<file path="src/rtl/trigout_arbiter_if.sv">
// Trigger-output arbitration bus: channel-side requests and peripheral-side 4-phase handshake.
interface trigout_arbiter_if #(
  parameter int NUM_CH   = 4,
  parameter int NUM_TRIG = 2,
  parameter int SEL_W    = 6
);
  logic [NUM_CH-1:0]       ch_trigout_req;
  logic [NUM_CH*SEL_W-1:0] ch_trigout_sel;
  logic [NUM_CH-1:0]       ch_trigout_ack;
  logic [NUM_TRIG-1:0]     trig_out_req;
  logic [NUM_TRIG-1:0]     trig_out_ack;
  logic [NUM_CH-1:0]       trigout_selerr;
  logic                    err_clr;

  modport master (
    output ch_trigout_req, ch_trigout_sel, trig_out_ack, err_clr,
    input  ch_trigout_ack, trig_out_req, trigout_selerr
  );

  modport slave (
    input  ch_trigout_req, ch_trigout_sel, trig_out_ack, err_clr,
    output ch_trigout_ack, trig_out_req, trigout_selerr
  );
endinterface

</file>
<file path="src/rtl/trigout_arbiter.sv">
// Round-robin arbiter sharing peripheral trigger-output lines between DMA channels,
// one independent 4-phase handshake FSM per output line.
//
// state     | meaning
// S_IDLE    | line free, waiting for a valid request
// S_REQ     | trig_out_req high, waiting for peripheral ack
// S_ACK_LOW | channel acked, waiting for peripheral ack to drop
module trigout_arbiter #(
  parameter int NUM_CH   = 4,
  parameter int NUM_TRIG = 2,
  parameter int SEL_W    = 6
) (
  input logic              clk,
  input logic              rst,
  trigout_arbiter_if.slave bus
);
  localparam int CH_W = $clog2(NUM_CH);
  localparam logic [SEL_W-1:0] TRIG_LIM = SEL_W'(NUM_TRIG);

  typedef enum logic [1:0] {S_IDLE, S_REQ, S_ACK_LOW} state_e;

  state_e                          state_q [NUM_TRIG];
  state_e                          state_d [NUM_TRIG];
  logic [NUM_TRIG-1:0][CH_W-1:0]   g_q, g_d;
  logic [NUM_TRIG-1:0][CH_W-1:0]   p_q, p_d;
  logic [NUM_TRIG-1:0]             trig_req_q, trig_req_d;
  logic [NUM_CH-1:0]               ch_ack_q, ch_ack_d;
  logic [NUM_CH-1:0]               selerr_q, selerr_d;

  logic [SEL_W-1:0]  sel    [NUM_CH];
  logic [NUM_CH-1:0] vld    [NUM_TRIG];
  logic [CH_W:0]     pick   [NUM_TRIG];
  logic [NUM_CH-1:0] err_ev;

  // Scan from farthest to nearest so the last hit is the channel right after ptr.
  function automatic logic [CH_W:0] rr_pick(input logic [NUM_CH-1:0] v,
                                            input logic [CH_W-1:0] ptr);
    logic [CH_W:0] res;
    int idx;
    res = '0;
    for (int off = NUM_CH; off >= 1; off--) begin
      idx = (int'(ptr) + off) % NUM_CH;
      if (v[idx]) res = {1'b1, CH_W'(idx)};
    end
    return res;
  endfunction

  always_comb begin
    err_ev = '0;
    for (int i = 0; i < NUM_CH; i++) begin
      sel[i]    = bus.ch_trigout_sel[i*SEL_W +: SEL_W];
      err_ev[i] = bus.ch_trigout_req[i] && (sel[i] >= TRIG_LIM);
    end
    for (int k = 0; k < NUM_TRIG; k++) begin
      vld[k] = '0;
      for (int i = 0; i < NUM_CH; i++)
        vld[k][i] = bus.ch_trigout_req[i] && (sel[i] == SEL_W'(k));
      pick[k] = rr_pick(vld[k], p_q[k]);
    end
  end

  always_comb begin
    state_d    = state_q;
    g_d        = g_q;
    p_d        = p_q;
    trig_req_d = trig_req_q;
    ch_ack_d   = '0;
    // A new error event in the same cycle as err_clr keeps the bit set.
    selerr_d   = err_ev | (selerr_q & ~{NUM_CH{bus.err_clr}});
    for (int k = 0; k < NUM_TRIG; k++) begin
      case (state_q[k])
        S_IDLE: begin
          if (pick[k][CH_W]) begin
            g_d[k]        = pick[k][CH_W-1:0];
            trig_req_d[k] = 1'b1;
            state_d[k]    = S_REQ;
          end
        end
        S_REQ: begin
          if (bus.trig_out_ack[k]) begin
            trig_req_d[k]    = 1'b0;
            ch_ack_d[g_q[k]] = 1'b1;
            p_d[k]           = g_q[k];
            state_d[k]       = S_ACK_LOW;
          end
        end
        S_ACK_LOW: begin
          if (!bus.trig_out_ack[k]) state_d[k] = S_IDLE;
        end
        default: state_d[k] = S_IDLE;
      endcase
    end
  end

  always_ff @(posedge clk) begin
    if (rst) begin
      for (int k = 0; k < NUM_TRIG; k++) begin
        state_q[k] <= S_IDLE;
        g_q[k]     <= '0;
        p_q[k]     <= CH_W'(NUM_CH - 1);
      end
      trig_req_q <= '0;
      ch_ack_q   <= '0;
      selerr_q   <= '0;
    end else begin
      for (int k = 0; k < NUM_TRIG; k++) state_q[k] <= state_d[k];
      g_q        <= g_d;
      p_q        <= p_d;
      trig_req_q <= trig_req_d;
      ch_ack_q   <= ch_ack_d;
      selerr_q   <= selerr_d;
    end
  end

  assign bus.trig_out_req   = trig_req_q;
  assign bus.ch_trigout_ack = ch_ack_q;
  assign bus.trigout_selerr = selerr_q;
endmodule

</file>
<file path="src/flat_wrapper.sv">
// flat-port wrapper written by rule: the top's interface ports become plain ports
module trigout_arbiter_flat 
#(
  parameter int NUM_CH   = 4,
  parameter int NUM_TRIG = 2,
  parameter int SEL_W    = 6
)
  (clk, rst, bus_ch_trigout_req, bus_ch_trigout_sel, bus_trig_out_ack, bus_err_clr, bus_ch_trigout_ack, bus_trig_out_req, bus_trigout_selerr);
  trigout_arbiter_if #(.NUM_CH(NUM_CH), .NUM_TRIG(NUM_TRIG), .SEL_W(SEL_W)) bus_i ();
  input logic clk;
  input logic rst;
  input wire logic [$bits(bus_i.ch_trigout_req)-1:0] bus_ch_trigout_req;
  input wire logic [$bits(bus_i.ch_trigout_sel)-1:0] bus_ch_trigout_sel;
  input wire logic [$bits(bus_i.trig_out_ack)-1:0] bus_trig_out_ack;
  input wire logic [$bits(bus_i.err_clr)-1:0] bus_err_clr;
  output wire logic [$bits(bus_i.ch_trigout_ack)-1:0] bus_ch_trigout_ack;
  output wire logic [$bits(bus_i.trig_out_req)-1:0] bus_trig_out_req;
  output wire logic [$bits(bus_i.trigout_selerr)-1:0] bus_trigout_selerr;
  assign bus_i.ch_trigout_req = bus_ch_trigout_req;
  assign bus_i.ch_trigout_sel = bus_ch_trigout_sel;
  assign bus_i.trig_out_ack = bus_trig_out_ack;
  assign bus_i.err_clr = bus_err_clr;
  assign bus_ch_trigout_ack = bus_i.ch_trigout_ack;
  assign bus_trig_out_req = bus_i.trig_out_req;
  assign bus_trigout_selerr = bus_i.trigout_selerr;
  trigout_arbiter #(.NUM_CH(NUM_CH), .NUM_TRIG(NUM_TRIG), .SEL_W(SEL_W)) u_core (.clk(clk), .rst(rst), .bus(bus_i));
endmodule
</file>
<file path="config.mk">
export PLATFORM = sky130hd
export DESIGN_NAME = trigout_arbiter_flat
export DESIGN_NICKNAME = d
export VERILOG_FILES = /design/src/rtl/trigout_arbiter_if.sv /design/src/rtl/trigout_arbiter.sv /design/src/flat_wrapper.sv
export SDC_FILE = /design/constraint.sdc
export NUM_CORES = 1
export LEC_CHECK = 0
export ABC_AREA = 1
export BUFFER_PORTS_ARGS = -buffer_cell sky130_fd_sc_hd__buf_2
export CAP_MARGIN = 20
export CORE_MARGIN = 5
export CORE_UTILIZATION = 53
export CTS_BUF_LIST = sky130_fd_sc_hd__clkbuf_4 sky130_fd_sc_hd__clkbuf_8
export DETAILED_ROUTE_END_ITERATION = 8
export PLACE_DENSITY = 0.79
export SYNTH_ARGS = -nofsm -noshare
export SYNTH_HDL_FRONTEND = slang
export SYNTH_SLANG_ARGS = --single-unit
</file>
<file path="constraint.sdc">
create_clock -name clk -period 1.68 [get_ports clk]
set_input_delay 0.336 -clock clk [delete_from_list [all_inputs] [get_ports clk]]
set_output_delay 0.336 -clock clk [all_outputs]
set_load 0.05 [all_outputs]
</file>
; ---- Yosys cells after proc, flatten, opt, wreduce, memory -nomap -nowiden
; Cells that the tools add are included.
[totals]
register_bits = 22
wordCells = 152
output_inout_bits = 10
[op_classes]
n_mux = 54
magnitude_cmp = 16
bitwise_logic = 12
add_sub_neg = 8
eq_ne = 14
n_reduce_logical = 38
[op_table]
columns = operator, n
row1 = "< comparator 3 x 4 -> 1 bit, second input constant", 8
row2 = "== test 6 x 1 -> 1 bit, second input constant", 4
row3 = "greater-or-equal comparator 6 x 2 -> 1 bit, second input constant", 4
row4 = logical NOT 6 bit, 4
row5 = 2-to-1 mux 3 bit, 8
row6 = 2-to-1 mux 1 bit, 22
row7 = binary-select mux 1 bit (select 2 bit), 8
row8 = 2-to-1 mux 4 bit, 4
row9 = OR reduction 2 bit, 8
row10 = logical AND 1 bit, 14
row11 = 2-to-1 mux 2 bit, 6
row12 = one-hot mux 2 bit (3 select lines), 2
row13 = AND reduction 3 bit, 4
row14 = "adder 2 x 1 -> 2 bit, second input constant", 4
row15 = "adder 2 bit, second input constant", 4
row16 = "AND 1 bit, first input constant", 8
row17 = "!= test 2 bit, second input constant", 4
row18 = OR 4 bit, 2
row19 = AND reduction 2 bit, 4
row20 = "< comparator 2 x 3 -> 1 bit, second input constant", 2
row21 = AND 4 bit, 1
row22 = demux 1 bit (select 2 bit), 2
row23 = "== test 2 x 1 -> 1 bit, second input constant", 2
row24 = "== test 2 bit, second input constant", 2
row25 = other kinds (6), 11

; ---- Logic depth before layout (Yosys ltp)
; Gate-level depths: netlist of the first run.
[depth]
word_depth = 12
depth_mapped = 13
ltp_nobuf = 13

; ---- Worst setup path after synthesis of the first run
; Ideal clock, no wire load.
[synth_path]
path_type = input port to flip-flop
start = input bus_ch_trigout_sel[14]
end = register u_core.g_q[2] in the netlist's numbering
arrival_time_ps = 1235
path_buffers = 0
setup_ps = 109
stages = 12
t_required_ps = 1571
setup_slack_ps = 336
path_cell_list = nor2_2 -> nand2_2 -> nor2_4 -> nand2_2 -> o21ai_2 -> nand2_1 -> nand3_1 -> nand2_1 -> nand2_1 -> nand3_1 -> nand2_1 -> inv_1
[synth_between]
elab_chain_cells = 10
word_cells_on_any_way = 19
classes_between = 1 x eq/ne / 16 x mux / 2 x reduce/logical
[synth_lines]
columns = item, line_no
row1 = start: declaration, flat_wrapper.sv:13  ; input wire logic [$bits(bus_i.ch_trigout_sel)-1:0] bus_ch_trigout_sel;
row2 = == test 6 x 1 -> 1 bit *, trigout_arbiter.sv:57  ; vld[k][i] = bus.ch_trigout_req[i] && (sel[i] == SEL_W'(k));
row3 = logical AND 1 bit *, trigout_arbiter.sv:57
row4 = binary-select mux 1 bit (select 2 bit), trigout_arbiter.sv:43  ; if (v[idx]) res = {1'b1, CH_W'(idx)};
row5 = 2-to-1 mux 1 bit (implied by the code) (2 in a row), trigout_arbiter.sv:43
row6 = 2-to-1 mux 3 bit (3 in a row), trigout_arbiter.sv:43
row7 = 2-to-1 mux 3 bit *, trigout_arbiter.sv:43
row8 = AND reduction 2 bit (no source line), n/a
row9 = end signal: assignment, trigout_arbiter.sv:107  ; g_q <= g_d;
row10 = end: declaration, trigout_arbiter.sv:24  ; logic [NUM_TRIG-1:0][CH_W-1:0] g_q, g_d;
; Mark *: on every way between the ends. The rest lies on a longest branch, timed or not. The select of a mux whose other input is x is not followed.
; A chain may end at the register's enable or synchronous reset.

; ---- Worst setup path after layout of the first run
[layout_path]
start = register u_core.p_q[0] in the netlist's numbering
end = register u_core.g_q[1] in the netlist's numbering
[layout_between]
elab_chain_cells = 9
word_cells_on_any_way = 21
classes_between = 4 x add/sub / 16 x mux / 1 x reduce/logical
[layout_lines]
columns = item, line_no
row1 = start: declaration, trigout_arbiter.sv:25  ; logic [NUM_TRIG-1:0][CH_W-1:0] p_q, p_d;
row2 = start signal: indexed assignment, trigout_arbiter.sv:100  ; p_q[k] <= CH_W'(NUM_CH - 1);
row3 = start signal: assignment, trigout_arbiter.sv:108  ; p_q <= p_d;
row4 = adder 2 x 1 -> 2 bit, trigout_arbiter.sv:42  ; idx = (int'(ptr) + off) % NUM_CH;
row5 = binary-select mux 1 bit (select 2 bit), trigout_arbiter.sv:43
row6 = 2-to-1 mux 1 bit (implied by the code) (2 in a row), trigout_arbiter.sv:43
row7 = 2-to-1 mux 3 bit (3 in a row), trigout_arbiter.sv:43
row8 = 2-to-1 mux 3 bit *, trigout_arbiter.sv:43
row9 = AND reduction 2 bit (no source line), n/a
; Marks and branches as above.

==> flow_summary.rst, run 1 <==
.. list-table::
   :header-rows: 1

   * - Metric
     - Value
   * - Status
     - finished clean
   * - Vias in the first global route
     - 1361
   * - Area of the placeable core
     - 2520 sq um
   * - Met3 usage
     - 0.0273
   * - Wire length of the first global-routing pass
     - 5170 um
   * - CTS H-tree depth
     - 1
   * - Cell leakage power
     - 0.920 nW
   * - Most frequently used flop master after synthesis
     - dfxtp_1
   * - Total I/O pin count
     - 43
   * - Crit Reg-Reg Endpoint
     - u_core.g_q[1]
   * - Most frequent CP cell
     - nand2_1
   * - GRT Resource Usage Total
     - 0.178
   * - Arrival time worst endpoint
     - 1.58 ns
   * - Post-route antenna net violation count
     - 0
   * - Data required time of the worst path
     - 1.87 ns
   * - Critical path start-end classification
     - reg -> reg
   * - IR Drop Worst-Case VDD
     - 549 uV
   * - Number of rows created at floorplan
     - 18
   * - Clock tree from TritonCTS
     - yes
   * - Mapped Area
     - 1410 sq um
   * - Critical path cell sequence
     - inv_1 -> nand3_1 -> nand2_1 -> nor2_1 -> nand2_1 -> nand2_1 -> nor2_1 -> nand2_1 -> a21oi_1
   * - Cell area power density
     - 588 nW/um^2
   * - Depth of the worst register-to-register path
     - 9
   * - Pins over their slew limit
     - 0
   * - GRT Residual Overflow
     - 0
   * - Top area cells in the synthesized netlist
     - dfxtp_1 (31%), nand2_1 (19%), nand3_1 (8.9%)
   * - Slew HR
     - 0.738
   * - Syn_nets
     - 267
   * - Count of hold-fix buffers inserted at cts
     - 0
   * - Vias per cell
     - 4.98
   * - TritonCTS Buffers
     - 3
   * - Hold path start
     - bus_ch_trigout_req[3]
   * - Count of buffer and inverter cells on the critical path
     - 1
   * - Final setup violating endpoints
     - 0
   * - Die Y-Extent
     - 61.6 um
   * - Peak fanout along the critical path
     - 8
   * - Number of fill cells in the layout
     - 234
   * - Stage delay of the slowest cell on the critical path
     - 0.38 ns
   * - Number of max-cap violations
     - 0
   * - Synthesized area per cell
     - 6.04 sq um
   * - Clock slew at reported path FFs
     - 0.12 ns
   * - Met2 track demand over resource in global routing
     - 0.308
   * - Most frequently used cell type in the post-synthesis netlist
     - nand2_1
   * - Full die area
     - 3800 sq um
   * - Number of I/O port buffers
     - 42
   * - Element type at the critical path end
     - flop
   * - Share of synthesized flip-flops with an asynchronous set or reset
     - 0
   * - Slowest stage cell, crit path
     - dfxtp_1
   * - Hold violation count in the final report
     - 0
   * - Cell taking the most area after synthesis
     - dfxtp_1
   * - Measured slew at the worst slew-check pin
     - 0.393 ns
   * - Area post-placement
     - 1660 sq um
   * - Post-route fraction of the period consumed by the critical path
     - 0.823
   * - Portion of synthesized cell area occupied by the leading cell type
     - 0.312
   * - Fraction of layout instances using a drive strength above 1
     - 0.252
   * - Category of cells accounting for the largest share of critical-path delay
     - simple AND/OR/NAND/NOR gates
   * - Launch point of the worst reg-to-reg path
     - u_core.p_q[0]
   * - Final net count
     - 312
   * - Most frequent cells after synthesis
     - nand2_1 (71), inv_1 (33), nand3_1 (25), dfxtp_1 (22)
   * - Maximum number of pins on one net before global-route repair
     - 21
   * - Synth Register Bits
     - 22
   * - Post-CTS setup repair buffer count
     - 0
   * - Routability-driven placement congestion ratio
     - 0.859
   * - Clock tree sinks
     - 22
   * - Detailed-route wire length per cell
     - 10.4 um
   * - Post-synthesis to final-layout area growth
     - 19.9%
   * - Unrepaired setup endpoints after global routing
     - false
   * - Count of mapped cells out of synthesis
     - 234
   * - Diode count
     - 0
   * - CTS Root Cell
     - clkbuf_4
   * - Number of enable-type register cells in the synthesized netlist
     - 0
   * - Worst Hold Endpoint
     - u_core.bus.trigout_selerr[3]
   * - Insertion delay of the later-clocked pin in the worst-skew pair
     - 0.30 ns
   * - Number of remaining DRC errors
     - 0
   * - Cell count of the worst hold path
     - 3
   * - Maximum clock path buffer count
     - 2
   * - Worst setup skew after layout
     - 0.00420 ns
   * - Cell area after layout
     - 1690 sq um
   * - Initial DRC Count
     - 66
   * - Number of distinct library cells after synthesis
     - 22
   * - Die extent in x
     - 61.6 um
   * - Fraction of the yosys area taken by sequential cells
     - 0.312
   * - DPL Wire Length
     - 2570 um
   * - Post-layout minimum cycle time
     - 1.38 ns
   * - Class of the tightest hold or removal check
     - in -> reg
   * - Setup slack of the most critical reg-to-reg path
     - 0.30 ns
   * - Achievable frequency
     - 723 MHz
   * - Via count of the routed design
     - 1535
   * - Global-route track usage on met1
     - 0.225
   * - Syn. warnings
     - 0
   * - Initial standard-cell utilization of the core
     - 0.560
   * - Number of optimization iterations in the first detailed-route pass
     - 4
   * - Initial antenna violation count
     - 0
   * - Type of element launching the critical path
     - flop
   * - Sum of routed wire length over all layers
     - 3200 um
   * - Setup TNS
     - 0 ns
   * - Most crowded layer after global routing
     - met2
## state kept, by name (all words and copies together), names as in the netlist
signal,cells
u_core.state_q,4
u_core.g_q,4
u_core.bus.trig_out_req,2
u_core.p_q,4
u_core.bus.ch_trigout_ack,4
u_core.bus.trigout_selerr,4
## final cells by class
cell class | instances | area [sq um] | area share
Multi-Input combinational cell | 172 | 820 | 0.484
Sequential cell | 22 | 440 | 0.260
Timing Repair Buffer | 44 | 225 | 0.133
Inverter | 36 | 135 | 0.0798
Tap cell | 30 | 37.5 | 0.0222
Clock buffer | 4 | 36.3 | 0.0214
## placed cells by master (no fill, tap or decap), drive strengths merged
master | synthesis | routed
nand2 | 74 | 74
buf | 2 | 44
inv | 36 | 36
nor2 | 30 | 30
nand3 | 26 | 26
dfxtp | 22 | 22
a21oi | 20 | 20
o21ai | 13 | 13
nand4 | 4 | 4
clkbuf | 2 | 4
o211ai | 2 | 2
xor2 | 2 | 2
a21boi | 1 | 1
## through the flow
stage	worst slack, ns	hold slack [ns]	std cells	power, mW	utilization
floorplan	0.336	0.445	234	0.647	-
global placement	0.0572	0.451	304	0.713	0.657
detailed placement	0.0510	0.454	304	0.714	0.657
CTS	0.291	0.284	308	1.01	0.672
global route	0.0666	0.291	308	1.05	0.672
finish	0.297	0.295	308	0.995	0.672
## worst register-to-register path: stages, from the launching register on
cell	delay (ns)
dfxtp_1	0.38
inv_1	0.14
nand3_1	0.11
nand2_1	0.09
nor2_1	0.17
nand2_1	0.07
nand2_1	0.13
nor2_1	0.06
nand2_1	0.06
a21oi_1	0.05
## what timing repair did
action,in CTS,in global routing
hold endpoints to repair,0,0
endpoints found under the setup margin,0,1
resized for setup,0,1
## cell families (layout without fill, tap and decap cells)
| kind of cell | after synthesis | in the layout | synth area share |
|---|---|---|---|
| compound gates | 36 | 36 | 0.141 |
| simple gates | 134 | 134 | 0.422 |
| flops | 22 | 22 | 0.312 |
| buf+inv | 40 | 84 | 0.108 |
| xor+xnor | 2 | 2 | 0.0177 |
## worst max path at each step
stage               slack (ns)  cells past startpoint              startpoint             to
global placement          0.06                     13  bus_ch_trigout_sel[21]  u_core.g_q[2]
global route              0.07                      9           u_core.p_q[0]  u_core.g_q[1]
floorplan                 0.34                     12  bus_ch_trigout_sel[14]  u_core.g_q[2]
CTS                       0.29                     10           u_core.p_q[2]  u_core.g_q[2]
finish                    0.30                      9           u_core.p_q[0]  u_core.g_q[1]
detailed placement        0.05                     10   bus_ch_trigout_sel[9]  u_core.g_q[1]
## metal layers
layer / wire length (um) / part of all wire / vias up
met1: 1490 / 0.47 / 651
li1: - / - / 835
met4: 38 / 0.012 / 0
met5: 0 / 0 / -
met2: 1330 / 0.42 / 45
met3: 340 / 0.11 / 4
## report_power, final
part | internal [mW] | switching [mW] | leakage, nW
Combinational | 0.0573 | 0.104 | 0.721
Sequential | 0.534 | 0.00706 | 0.179
Clock | 0.132 | 0.161 | 0.0210
Note: power is estimated with default switching activity, not from simulation.
==> run 2, diff against run 1 <==
--- a/config.mk
+++ b/config.mk
@@ -5,14 +5,14 @@
 export SDC_FILE = /design/constraint.sdc
 export NUM_CORES = 1
 export LEC_CHECK = 0
-export ABC_AREA = 1
+export ABC_AREA = 0
 export BUFFER_PORTS_ARGS = -buffer_cell sky130_fd_sc_hd__buf_2
 export CAP_MARGIN = 20
 export CORE_MARGIN = 5
-export CORE_UTILIZATION = 53
+export CORE_UTILIZATION = 45
 export CTS_BUF_LIST = sky130_fd_sc_hd__clkbuf_4 sky130_fd_sc_hd__clkbuf_8
 export DETAILED_ROUTE_END_ITERATION = 8
-export PLACE_DENSITY = 0.79
+export PLACE_DENSITY = 0.74
 export SYNTH_ARGS = -nofsm -noshare
 export SYNTH_HDL_FRONTEND = slang
 export SYNTH_SLANG_ARGS = --single-unit
==> constraint.sdc (replaced) <==
create_clock -name clk -period 1.25 [get_ports clk]
set_input_delay 0.25 -clock clk [delete_from_list [all_inputs] [get_ports clk]]
set_output_delay 0.25 -clock clk [all_outputs]
set_load 0.05 [all_outputs]
==> run 2 against run 1 <==
  * The run now ends with setup timing left
  * First-iteration DRC count shrank 15%
  * Non-clock buffer count is 19 higher
  * Sequential power increased by 35%
  * Sequential cell count stayed put
  * Critical path depth fell by 3
  * Final cell count decreased by 27%
  * Die area fell by 5.0%
  * Combinational power is 43% higher
  * Critical path type is now in -> reg
  * Critical endpoint is now u_core.g_q[3]
==> flow_summary.rst, run 2 <==
.. list-table::
   :header-rows: 1

   * - Metric
     - Value
   * - Stage delay of the slowest cell on the critical path
     - 0.43 ns
   * - Power, Total
     - 1.29 mW
   * - Wire length of the first global-routing pass
     - 5150 um
   * - Peak fanout along the critical path
     - 2
   * - Synth Register Bits
     - 22
   * - Insertion delay of the later-clocked pin in the worst-skew pair
     - 0.31 ns
   * - Worst Hold Endpoint
     - u_core.state_q[3]
   * - Violations in the final reports
     - setup timing
   * - Die Y-Extent
     - 60.1 um
   * - Number of enable-type register cells in the synthesized netlist
     - 0
   * - DPL Wire Length
     - 2380 um
   * - Critical path start-end classification
     - in -> reg
   * - Depth of the worst register-to-register path
     - 5
   * - Pins over their slew limit
     - 0
   * - Initial antenna violation count
     - 0
   * - Worst setup skew after layout
     - 0.00328 ns
   * - Class of the tightest hold or removal check
     - in -> reg
   * - Full die area
     - 3610 sq um
   * - Main combinational cell family by area after synthesis
     - simple AND/OR/NAND/NOR gates
   * - Launch point of the worst reg-to-reg path
     - u_core.p_q[0]
   * - IR Drop Worst-Case VDD
     - 593 uV
   * - Critical path cell sequence
     - buf_2 -> or3_4 -> or4_4 -> nor2b_4 -> a311o_1 -> a32o_1
   * - Element type at the critical path end
     - flop
   * - Crit Reg-Reg Endpoint
     - u_core.g_q[0]
   * - Most frequently used cell type in the post-synthesis netlist
     - dfxtp_1
   * - Simple-Gate Fraction of Synth Area
     - 0.330
   * - Setup slack of the most critical reg-to-reg path
     - 0.05 ns
   * - Measured slew at the worst slew-check pin
     - 0.336 ns
   * - Type of element launching the critical path
     - input port
   * - Number of optimization iterations in the first detailed-route pass
     - 4
   * - Total I/O pin count
     - 43
   * - Final setup violating endpoints
     - 8
   * - Adder-cell area share of the yosys netlist
     - 0.00887
   * - CTS H-tree depth
     - 1
   * - Sum of routed wire length over all layers
     - 3300 um
   * - Vias in the first global route
     - 1282
   * - Synthesized area per cell
     - 8.55 sq um
   * - Maximum number of pins on one net before global-route repair
     - 16
   * - Most crowded layer after global routing
     - met2
   * - Hold path start
     - bus_trig_out_ack[0]
   * - Slew HR
     - 0.776
   * - Global-route track usage on met1
     - 0.210
   * - Area share of xor/xnor cells in the synthesized design
     - 0.0155
   * - Data required time of the worst path
     - 1.47 ns
   * - Number of max-cap violations
     - 0
   * - Most frequent cells after synthesis
     - dfxtp_1 (22), nor2_1 (18), a21oi_1 (15), nand2_1 (13), inv_1 (6)
   * - Worst setup slack after layout
     - -0.284 ns
   * - Area of the placeable core
     - 2430 sq um
   * - Die extent in x
     - 60.1 um
   * - Number of fill cells in the layout
     - 182
   * - Portion of synthesized cell area occupied by the leading cell type
     - 0.390
   * - Initial DRC Count
     - 56
   * - Post-route antenna net violation count
     - 0
   * - Compound-cell area share of the yosys netlist
     - 0.222
   * - Clock slew at reported path FFs
     - 0.12 ns
   * - Detailed-route wire length per cell
     - 14.6 um
   * - Initial standard-cell utilization of the core
     - 0.464
   * - Via count of the routed design
     - 1244
   * - Cell taking the most area after synthesis
     - dfxtp_1
   * - Post-layout minimum cycle time
     - 1.53 ns
   * - Multi-input gate area in the final layout
     - 757 sq um
   * - Fraction of layout instances using a drive strength above 1
     - 0.480
   * - Number of rows created at floorplan
     - 18
   * - Number of I/O port buffers
     - 42
   * - Most common cell after layout, fill and taps aside
     - buf_2
   * - Cell area after layout
     - 1680 sq um
   * - Met3 usage
     - 0.0281
   * - Cell area power density
     - 767 nW/um^2
   * - Clock tree sinks
     - 22
   * - Storage cell area
     - 445 sq um
   * - Routability-driven placement congestion ratio
     - 0.844
   * - Achievable frequency
     - 652 MHz
   * - Share of synthesized flip-flops with an asynchronous set or reset
     - 0
   * - Slowest stage cell, crit path
     - or4_4
   * - Final net count
     - 231
   * - Fraction of the yosys area taken by sequential cells
     - 0.390
   * - Top area cells in the synthesized netlist
     - dfxtp_1 (39%), a21oi_1 (6.7%), nor2_1 (6.0%)
   * - TritonCTS Buffers
     - 3
   * - Hold violation count in the final report
     - 0
   * - Vias per cell
     - 5.50
   * - Maximum clock path buffer count
     - 2
   * - Share of synthesized area spent on multiplexers
     - 0
   * - Post-route fraction of the period consumed by the critical path
     - 1.23
   * - Most frequently used flop master after synthesis
     - dfxtp_1
   * - Cell count of the worst hold path
     - 2
   * - Post-synthesis to final-layout area growth
     - 48.6%
   * - CTS Root Cell
     - clkbuf_4
   * - Area post-placement
     - 1520 sq um
   * - Diode count
     - 0
   * - Clock tree from TritonCTS
     - yes
   * - GRT Resource Usage Total
     - 0.189
   * - Count of mapped cells out of synthesis
     - 132
   * - Arrival time worst endpoint
     - 1.75 ns
   * - Number of remaining DRC errors
     - 0
   * - Syn. warnings
     - 0
   * - Mapped Area
     - 1130 sq um
   * - Unrepaired setup endpoints after global routing
     - true
   * - Commonest non-fill, non-tap cells in the layout
     - buf_2 (40), buf_4 (18), dfxtp_1 (18)
   * - Status
     - complete, but fails checks
   * - Syn_nets
     - 165
   * - Met2 track demand over resource in global routing
     - 0.350
   * - Number of distinct library cells after synthesis
     - 45
   * - GRT Residual Overflow
     - 0
   * - Cell leakage power
     - 0.781 nW
run 2: cell count changes after synthesis, moves of 4 or more:
cell / change
inv_1: -27
nor2_2: -9
and3_1: +4
nand2_1: -58
o21ai_0: -7
a21oi_1: -4
nand2b_1: +4
nand3_1: -23
run 2: kinds of logic (layout without fill, tap and decap cells):
family,Yosys count,count (layout)
AO/OA/AOI/OAI,36,36
adder cells (fa/ha/maj),1,1
buffers and inverters,8,72
flip-flops,22,22
XOR/XNOR,2,2
AND/OR/NAND/NOR,63,63
run 2: area by class of cell:
type / instances / area share
clock buffers: 3 / 0.0134
inverters: 6 / 0.0134
multi-input cells: 102 / 0.451
flip-flops and latches: 22 / 0.266
well taps: 30 / 0.0224
repair buffers: 63 / 0.234
run 2: critical path, delay by kind of cell:
kind / cells / cell delay (ns)
compound gates: 2 / 0.47
buf+inv: 1 / 0.10
simple gates: 3 / 0.94
run 2: how the worst max path moves through the flow:
stage / startpoint / slack [ns] / endpoint
CTS: bus_ch_trigout_sel[1] / -0.27 / u_core.g_q[3]
finish: bus_ch_trigout_sel[2] / -0.28 / u_core.g_q[3]
global route: bus_ch_trigout_sel[1] / -0.29 / u_core.g_q[2]
floorplan: bus_ch_trigout_sel[1] / -0.56 / u_core.g_q[3]
detailed placement: bus_ch_trigout_sel[1] / -0.70 / u_core.g_q[3]
global placement: bus_ch_trigout_sel[1] / -0.66 / u_core.g_q[3]
run 2: metal layers:
metal  vias up  routed length (um)
met1       586                1320
li1        619                   -
met3         5                 244
met4         0                  46
met5         -                   0
met2        34                1700
run 2: stage by stage:
step	hold WS, ns	setup TNS, ns	setup slack [ns]	cells	util
after detailed placement	0.445	-4.68	-0.699	221	0.624
after global placement	0.438	-4.76	-0.665	221	0.624
after floorplan	0.389	-2.43	-0.558	132	-
final	0.186	-1.49	-0.284	226	0.689
after global routing	0.191	-1.67	-0.286	226	0.689
after CTS	0.180	-1.51	-0.274	226	0.672
run 2: what timing repair did:
action / in CTS / in global routing
setup buffers: 2 / 1
hold buffers: 0 / 0
setup endpoints to repair: 8 / 11
gates resized for setup: 17 / 9
pin swaps: 8 / 4
run 2: where the power goes:
group | internal, mW | total (mW) | switching [mW] | leakage (nW)
clock | 0.113 | 0.326 | 0.213 | 0.0138
sequential | 0.717 | 0.728 | 0.0113 | 0.181
combinational | 0.104 | 0.232 | 0.128 | 0.587
==> run 3, diff against run 2 <==
--- a/config.mk
+++ b/config.mk
@@ -13,6 +13,7 @@
 export CTS_BUF_LIST = sky130_fd_sc_hd__clkbuf_4 sky130_fd_sc_hd__clkbuf_8
 export DETAILED_ROUTE_END_ITERATION = 8
 export PLACE_DENSITY = 0.74
+export RECOVER_POWER = 25
 export SYNTH_ARGS = -nofsm -noshare
 export SYNTH_HDL_FRONTEND = slang
 export SYNTH_SLANG_ARGS = --single-unit
==> run 3 against run 2 <==
  * The run still ends with setup timing left
  * Core utilization fell by 0.26 points
  * Sequential cell count unchanged
  * Critical path depth unchanged
  * Maximum frequency about the same
  * Sequential power barely moved
  * Via count fell by 0.48%
  * Die area unchanged
  * Worst hold slack worse by 0.00071 ns
  * Clock power hardly changed
  * Power down 0.11%
==> flow_summary.rst, run 3 (synthesis results as in run 2) <==
.. list-table::
   :header-rows: 1

   * - Metric
     - Value
   * - Status
     - complete, but fails checks
   * - Violations in the final reports
     - setup timing
   * - Total I/O pin count
     - 43
   * - Post-Route M1 WL
     - 1300 um
   * - Measured slew at the worst slew-check pin
     - 0.328 ns
   * - Commonest non-fill, non-tap cells in the layout
     - buf_2 (40), dfxtp_1 (20), nor2_1 (17)
   * - CTS H-tree depth
     - 1
   * - Count of buffer and inverter cells on the critical path
     - 1
   * - Maximum clock path buffer count
     - 2
   * - Number of I/O port buffers
     - 42
   * - Die extent in x
     - 60.1 um
   * - Number of optimization iterations in the first detailed-route pass
     - 4
   * - Achievable frequency
     - 652 MHz
   * - Detailed-route wire length per cell
     - 14.6 um
   * - Arrival time worst endpoint
     - 1.75 ns
   * - Critical Path Stages
     - 6
   * - Insertion delay of the later-clocked pin in the worst-skew pair
     - 0.31 ns
   * - Hold violation count in the final report
     - 0
   * - Clock slew at reported path FFs
     - 0.12 ns
   * - Critical path start-end classification
     - in -> reg
   * - GRT Residual Overflow
     - 0
   * - Post-route antenna net violation count
     - 0
   * - TritonCTS Buffers
     - 3
   * - Unrepaired setup endpoints after global routing
     - true
   * - Type of element launching the critical path
     - input port
   * - Post-layout minimum cycle time
     - 1.53 ns
   * - Sum of routed wire length over all layers
     - 3300 um
   * - Smallest hold slack
     - 0.186 ns
   * - Clock tree sinks
     - 22
   * - Worst setup skew after layout
     - 0.00193 ns
   * - Cell area power density
     - 769 nW/um^2
   * - DPL Wire Length
     - 2380 um
   * - Post-route fraction of the period consumed by the critical path
     - 1.23
   * - Worst setup slack after layout
     - -0.285 ns
   * - Via count of the routed design
     - 1238
   * - Class of the tightest hold or removal check
     - in -> reg
   * - Number of rows created at floorplan
     - 18
   * - Full die area
     - 3610 sq um
   * - GRT Resource Usage Total
     - 0.189
   * - CTS Root Cell
     - clkbuf_4
   * - Stage delay of the slowest cell on the critical path
     - 0.43 ns
   * - Post-synthesis to final-layout area growth
     - 48.0%
   * - Initial DRC Count
     - 57
   * - Number of remaining DRC errors
     - 0
   * - Launch point of the worst reg-to-reg path
     - u_core.state_q[0]
   * - End of the critical path
     - u_core.g_q[3]
   * - Count of hold-fix buffers inserted at cts
     - 0
   * - Setup slack of the most critical reg-to-reg path
     - 0.01 ns
   * - Worst Setup SP
     - bus_ch_trigout_sel[2]
   * - Pins over their slew limit
     - 0
   * - Routability-driven placement congestion ratio
     - 0.844
   * - Clock tree from TritonCTS
     - yes
   * - Routed met2 length
     - 1690 um
   * - Crit Reg-Reg Endpoint
     - u_core.bus.ch_trigout_ack[2]
   * - Final setup violating endpoints
     - 8
   * - Initial standard-cell utilization of the core
     - 0.464
   * - Hold path start
     - bus_trig_out_ack[0]
   * - Vias per cell
     - 5.48
   * - Final core occ
     - 0.687
   * - Number of max-cap violations
     - 0
   * - Data required time of the worst path
     - 1.47 ns
   * - Vias in the first global route
     - 1282
   * - Maximum number of pins on one net before global-route repair
     - 16
   * - Fraction of layout instances using a drive strength above 1
     - 0.464
   * - Peak fanout along the critical path
     - 2
   * - Most common cell after layout, fill and taps aside
     - buf_2
   * - Depth of the worst register-to-register path
     - 3
   * - Critical path cell sequence
     - buf_2 -> or3_4 -> or4_4 -> nor2b_4 -> a311o_1 -> a32o_1
   * - Cell leakage power
     - 0.776 nW
   * - Highest metal used
     - met4
   * - Diode count
     - 0
   * - IR Drop Worst-Case VDD
     - 594 uV
   * - Slew HR
     - 0.781
   * - Met3 Routed Length
     - 259 um
   * - Final net count
     - 231
   * - Element type at the critical path end
     - flop
   * - Slowest stage cell, crit path
     - or4_4
   * - Wire length of the first global-routing pass
     - 5150 um
   * - Die Y-Extent
     - 60.1 um
   * - Area of the placeable core
     - 2430 sq um
   * - Initial antenna violation count
     - 0
   * - Category of cells accounting for the largest share of critical-path delay
     - simple AND/OR/NAND/NOR gates
## run 3: worst min-delay path by stage
stage,end,slack [ns],depth (start not counted)
3_5_place_dp,u_core.bus.trig_out_req[0],0.45,2
6_report,u_core.state_q[3],0.19,2
4_1_cts,u_core.state_q[3],0.18,2
3_3_place_gp,u_core.bus.trig_out_req[0],0.44,2
5_1_grt,u_core.state_q[3],0.19,2
2_1_floorplan,u_core.bus.trigout_selerr[1],0.39,2
## run 3: report_power, final
group | total (mW) | switching [mW] | internal [mW]
registers | 0.728 | 0.0112 | 0.717
logic | 0.231 | 0.128 | 0.103
clock network | 0.326 | 0.213 | 0.113
## run 3: area by class of cell
class,count,area (sq um)
Multi-Input combinational cell,102,757
Timing Repair Buffer,63,388
Tap cell,30,37.5
Inverter,6,22.5
Clock buffer,3,22.5
Sequential cell,22,443
Fill cell,185,762
## run 3: per-stage QoR
| stage | cell area (sq um) | power (mW) | setup slack [ns] | cells | setup TNS (ns) |
|---|---|---|---|---|---|
| 2_1_floorplan | 1140 | 0.843 | -0.558 | 132 | -2.43 |
| 3_3_place_gp | 1520 | 0.947 | -0.665 | 221 | -4.76 |
| 3_5_place_dp | 1520 | 0.955 | -0.699 | 221 | -4.68 |
| 4_1_cts | 1640 | 1.30 | -0.274 | 226 | -1.51 |
| 5_1_grt | 1670 | 1.35 | -0.286 | 226 | -1.89 |
| 6_report | 1670 | 1.29 | -0.285 | 226 | -1.48 |
## run 3: repair_timing
| item | CTS | global route |
|---|---|---|
| pin swaps | 8 | 4 |
| buffers inserted | 2 | 1 |
| setup endpoints to repair | 8 | 11 |
| resized for setup | 17 | 9 |
## run 3: routing by layer
metal,track usage,vias up
li1,-,620
met1,0.210,573
met2,0.350,40
met3,0.0281,5
met4,0.0791,0
met5,0,-
